**src/rtl/wb_master_arbiter.sv**
```systemverilog
// Two-master Wishbone arbiter: alternating priority on ties, grants held for the
// whole bus cycle, and an un-acked-strobe timeout that aborts the granted master.
module wb_master_arbiter #(
  parameter int WB_DATA_WIDTH  = 32,
  parameter int WB_ADDR_WIDTH  = 32,
  parameter int TIMEOUT_CYCLES = 255
) (
  input  logic                       clk_i,
  input  logic                       rst_i,
  input  logic [WB_DATA_WIDTH-1:0]   m0_data_i,
  output logic [WB_DATA_WIDTH-1:0]   m0_data_o,
  input  logic [WB_ADDR_WIDTH-1:0]   m0_addr_i,
  input  logic                       m0_we_i,
  input  logic                       m0_cyc_i,
  input  logic [WB_DATA_WIDTH/8-1:0] m0_stb_i,
  output logic                       m0_ack_o,
  output logic                       m0_err_o,
  input  logic [WB_DATA_WIDTH-1:0]   m1_data_i,
  output logic [WB_DATA_WIDTH-1:0]   m1_data_o,
  input  logic [WB_ADDR_WIDTH-1:0]   m1_addr_i,
  input  logic                       m1_we_i,
  input  logic                       m1_cyc_i,
  input  logic [WB_DATA_WIDTH/8-1:0] m1_stb_i,
  output logic                       m1_ack_o,
  output logic                       m1_err_o,
  output logic [WB_DATA_WIDTH-1:0]   wb_data_o,
  output logic [WB_ADDR_WIDTH-1:0]   wb_addr_o,
  output logic                       wb_we_o,
  output logic                       wb_cyc_o,
  output logic [WB_DATA_WIDTH/8-1:0] wb_stb_o,
  input  logic [WB_DATA_WIDTH-1:0]   wb_data_i,
  input  logic                       wb_ack_i,
  output logic [1:0]                 grant_o,
  output logic [15:0]                err_count_o
);

  localparam logic [15:0] TIMEOUT_LAST = 16'(TIMEOUT_CYCLES - 1);

  typedef enum logic [1:0] {IDLE, GRANT0, GRANT1, ABORT} arbState_t;

  arbState_t   state_q, state_d;
  logic        lastGrant_q, lastGrant_d;
  logic        abortOwner_q, abortOwner_d;
  logic        errPulse_q, errPulse_d;
  logic [15:0] timeout_q, timeout_d;
  logic [15:0] errCount_q, errCount_d;

  logic        activeMaster;
  logic        activeCyc;
  logic        activeStbAny;

  // The master currently holding the bus (granted or being aborted), 0 or 1.
  assign activeMaster = (state_q == GRANT1) || ((state_q == ABORT) && abortOwner_q);
  assign activeCyc    = activeMaster ? m1_cyc_i : m0_cyc_i;
  assign activeStbAny = activeMaster ? (|m1_stb_i) : (|m0_stb_i);

  always_ff @(posedge clk_i or posedge rst_i) begin
    if (rst_i) begin
      state_q      <= IDLE;
      lastGrant_q  <= 1'b1;
      abortOwner_q <= 1'b0;
      errPulse_q   <= 1'b0;
      timeout_q    <= '0;
      errCount_q   <= '0;
    end else begin
      state_q      <= state_d;
      lastGrant_q  <= lastGrant_d;
      abortOwner_q <= abortOwner_d;
      errPulse_q   <= errPulse_d;
      timeout_q    <= timeout_d;
      errCount_q   <= errCount_d;
    end
  end

  always_comb begin
    state_d      = state_q;
    lastGrant_d  = lastGrant_q;
    abortOwner_d = abortOwner_q;
    errPulse_d   = 1'b0;
    timeout_d    = timeout_q;
    errCount_d   = errCount_q;
    case (state_q)
      IDLE: begin
        timeout_d = '0;
        if (m0_cyc_i && m1_cyc_i) begin
          state_d = lastGrant_q ? GRANT0 : GRANT1;
        end else if (m0_cyc_i) begin
          state_d = GRANT0;
        end else if (m1_cyc_i) begin
          state_d = GRANT1;
        end
      end
      GRANT0, GRANT1: begin
        if (!activeCyc) begin
          state_d     = IDLE;
          lastGrant_d = activeMaster;
          timeout_d   = '0;
        end else if (wb_ack_i) begin
          timeout_d = '0;
        end else if (activeStbAny) begin
          // An ack on the reaching cycle is handled above, so it always wins.
          if (timeout_q == TIMEOUT_LAST) begin
            state_d      = ABORT;
            abortOwner_d = activeMaster;
            errPulse_d   = 1'b1;
            timeout_d    = '0;
            if (errCount_q != 16'hFFFF) begin
              errCount_d = errCount_q + 16'd1;
            end
          end else begin
            timeout_d = timeout_q + 16'd1;
          end
        end
      end
      ABORT: begin
        if (!activeCyc) begin
          state_d     = IDLE;
          lastGrant_d = abortOwner_q;
        end
      end
      default: state_d = IDLE;
    endcase
  end

  always_comb begin
    wb_data_o   = '0;
    wb_addr_o   = '0;
    wb_we_o     = 1'b0;
    wb_cyc_o    = 1'b0;
    wb_stb_o    = '0;
    m0_ack_o    = 1'b0;
    m0_data_o   = '0;
    m1_ack_o    = 1'b0;
    m1_data_o   = '0;
    if (state_q == GRANT0) begin
      wb_data_o = m0_data_i;
      wb_addr_o = m0_addr_i;
      wb_we_o   = m0_we_i;
      wb_cyc_o  = m0_cyc_i;
      wb_stb_o  = m0_stb_i;
      m0_ack_o  = wb_ack_i;
      m0_data_o = wb_data_i;
    end else if (state_q == GRANT1) begin
      wb_data_o = m1_data_i;
      wb_addr_o = m1_addr_i;
      wb_we_o   = m1_we_i;
      wb_cyc_o  = m1_cyc_i;
      wb_stb_o  = m1_stb_i;
      m1_ack_o  = wb_ack_i;
      m1_data_o = wb_data_i;
    end
    grant_o[0]  = (state_q == GRANT0) || ((state_q == ABORT) && !abortOwner_q);
    grant_o[1]  = (state_q == GRANT1) || ((state_q == ABORT) && abortOwner_q);
    m0_err_o    = errPulse_q && !abortOwner_q;
    m1_err_o    = errPulse_q && abortOwner_q;
    err_count_o = errCount_q;
  end

endmodule

```
**config.mk**
```make
export PLATFORM = sky130hd
export DESIGN_NAME = wb_master_arbiter
export DESIGN_NICKNAME = d
export VERILOG_FILES = /design/src/rtl/wb_master_arbiter.sv
export SDC_FILE = /design/constraint.sdc
export NUM_CORES = 1
export LEC_CHECK = 0
export ABC_AREA = 1
export BUFFER_PORTS_ARGS = -buffer_cell sky130_fd_sc_hd__buf_2
export CAP_MARGIN = 20
export CORE_AREA = 5 5 127 129
export DETAILED_ROUTE_END_ITERATION = 8
export DIE_AREA = 0 0 132 134
export GPL_TIMING_DRIVEN = 0
export PLACE_DENSITY = 0.61
export SYNTH_ARGS = -nofsm -noshare
export SYNTH_HDL_FRONTEND = slang
export SYNTH_SLANG_ARGS = --single-unit
export TNS_END_PERCENT = 100
```
**constraint.sdc**
```tcl
create_clock -name clk_i -period 2.2 [get_ports clk_i]
set_input_delay 0.44 -clock clk_i [delete_from_list [all_inputs] [get_ports clk_i]]
set_output_delay 0.44 -clock clk_i [all_outputs]
set_load 0.01 [all_outputs]
```
==> results by group <==
Pwr
  • Leak: 4.20 nW
  • Total Power: 0.00626 W
  • Power Density: 966 nW/um^2
  • Clock power frac: 0.137
  • Logic gate share of total power: 0.742
  • P_int: 0.00305 W
  • Peak supply drop: 0.333 mV
  • Switching pwr: 0.00321 W
  • Sw Share: 0.513
  • Power share of the sequential group: 0.121

Global routing
  • Congestion Overflow GR: 0
  • Met1 GRT Util: 0.286
  • Met2 Track Usage GR: 0.371
  • First-pass GRT wire length: 31300 um
  • Vias in the first global route: 5843
  • Global routing usage on met3: 0.0634
  • Initial antenna violation count: 1
  • Largest net degree at the start of global routing: 38
  • Global Route Usage Sum: 0.221
  • Layer with the highest usage: met2

Finish
  • Multi-input gate area: 2750 um^2
  • Layout cell share with drive strength beyond 1: 0.377
  • Commonest non-fill, non-tap cells in the layout: buf_2, nand2_1, nand3_1, nor2_1, inv_1
  • Fillers: 1681
  • Most common cell after layout, fill and taps aside: buf_2
  • Fin nets: 1282
  • Area growth from synthesis to layout: 59.0%
  • FF/Latch Area: 928 um^2

CTS
  • CTS Buffer Depth: 2
  • Cts bufs inserted: 5
  • CTS root buffer: clkbuf_16
  • Worst-Skew Late Latency: 0.28 ns
  • CTS Sinks: 37
  • CTS tree: built
  • Reg clk slew, reported paths: 0.06 ns
  • H-tree levels: 2

STA
  • Worst Max-Slew Pin Slew: 0.802 ns
  • Final Max Tran Viols: 0
  • Minimum clock period: 2.15 ns
  • Tcrit/Tclk final: 0.977
  • Worst slew margin: 0.464
  • Setup_tns: 0 ns
  • Fmax: 465 MHz
  • # setup viols final: 0
  • Hold Vio Cnt, Final: 0
  • RSZ-0062 raised after global routing: true
  • Fin Hold WS: 0.303 ns
  • Skew final: 0.00524 ns

Worst setup path
  • Worst Path Class, Setup: reg -> out
  • Critical path required time: 1.76 ns
  • Worst-path fanout max: 10
  • R2R setup slack: 0.19 ns
  • Crit. End Element: output pin
  • Worst endpoint data arrival time: 1.71 ns
  • Startpoint Class: register

Detailed routing
  • WL final: 20900 um
  • Via Count: 6007
  • Vias per inst: 4.66
  • Drt wl/cell: 16.2 um
  • Remaining routing DRC violations: 0
  • Antenna-violating nets left: 0
  • Initial DRC count: 312
  • First drt pass iteration count: 5

Synthesis
  • Yosys reg bits: 37
  • FFs w/ async S/R, synth: 1.00
  • Cell count after synthesis: 757
  • Synth Warn #: 0
  • Syn nets: 940
  • Post-synth EDFFs: 0
  • Synth Cell Area: 4080 um^2
  • Register area share after synthesis: 0.227
  • Main synth FF type: dfrtp_1
  • Syn Area/Cell: 5.39 um^2
  • Netlist cell types: 30

Placement
  • IO buf count: 330
  • Placer Congestion: 0.931
  • Hpwl dp: 17700 um

Floorplanning
  • Row count: 45
  • Die Height: 134 um
  • Core area: 14900 um^2
  • Die width: 132 um
  • IO Pins: 331
  • Full die area: 17700 um^2
  • Starting Density: 0.273

Worst hold path
  • Hold WC Path Type: in -> async

Flow run
  • Max Cap Violations: 0

Status
  • Status: finished, final reports clean
Yosys cell counts (2+ instances only):
library cell  instances  area (um^2)
nand2_4               2         22.5
dfrtp_1              36          901
xnor2_1              14          123
clkbuf_1             30          113
nand2_1             339         1270
ha_1                  8          100
xor2_1                6         52.6
nand4_1               9         56.3
a21oi_1               4         20.0
nand2_2               3         18.8
buf_1                 5         18.8
buf_6                 2         22.5
nand3_1             121          606
nor2_1               79          297
o21ai_0               5         25.0
inv_1                69          259
buf_2                 5         25.0
nor3_1                3         15.0
inv_2                 2         7.51
buf_4                 2         15.0
o21ai_1               4         20.0
state kept, by name, summed over array words and instances (netlist names):
signal / flops
abortOwner_q: 1
err_count_o: 16
lastGrant_q: 1
errPulse_q: 1
state_q: 2
timeout_q: 16
power groups by stage:
stage               logic (W)  clock network, W  registers, W
finish                0.00465          0.000857      0.000761
global route          0.00508          0.000910      0.000766
CTS                   0.00449          0.000876      0.000756
detailed placement    0.00412                 0      0.000772
global placement      0.00411                 0      0.000772
floorplan             0.00231                 0      0.000763
timing repair:
action	4_1_cts	5_1_grt
hold buffers	0	0
gates resized for setup	70	41
pin swaps	0	2
setup endpoints to repair	137	140
buffers inserted	3	2
cloned	0	1
worst max-delay path, cell delays in order (launching register included):
cell and delay, ns:
dfrtp_2 0.44, buf_12 0.14, ha_4 0.21, buf_8 0.16, buf_4 0.19, nor2_2 0.15, buf_2 0.15
cells by family after synthesis:
kind of cell	count (synthesis)	synth area share
AO/OA/AOI/OAI	16	0.0233
XOR/XNOR	20	0.0429
adder cells (fa/ha/maj)	8	0.0245
buffers and inverters	117	0.116
flip-flops	37	0.227
AND/OR/NAND/NOR	559	0.566
final timing paths:
kind,from,endpoint,cells after the start
worst max-delay path,state_q[0],m1_data_o[20],6
max in group asynchronous,rst_i,state_q[0],2
worst max register to register,state_q[0],timeout_q[4],13
worst min-delay path,rst_i,err_count_o[1],2
worst min register to register,lastGrant_q,lastGrant_q,2
min in group clk_i,lastGrant_q,lastGrant_q,2
final cells by class:
class / instances / area share
sequential: 37 / 0.143
buffer: 44 / 0.0567
timing repair buffer: 336 / 0.268
antenna: 2 / 0.000772
clock inverter: 2 / 0.00579
multi-input combinational: 603 / 0.424
tap: 188 / 0.0363
inverter: 72 / 0.0440
clock buffer: 6 / 0.0214
routing by layer:
| layer | vias up | routed length, um |
|---|---|---|
| li1 | 3022 | - |
| met1 | 2687 | 8840 |
| met2 | 288 | 9860 |
| met3 | 10 | 1990 |
| met4 | 0 | 223 |
| met5 | - | 0 |
stage by stage:
step                      worst slack (ns)  area [um^2]  instances   util
after floorplan                      0.172         4080        757      -
after global routing               -0.0108         6480       1288  0.434
after global placement              -0.516         5970       1275  0.400
after CTS                          -0.0154         6360       1285  0.426
final                               0.0511         6490       1290  0.435
after detailed placement            -0.568         5970       1275  0.400
Power figures use the tool's default switching activity.
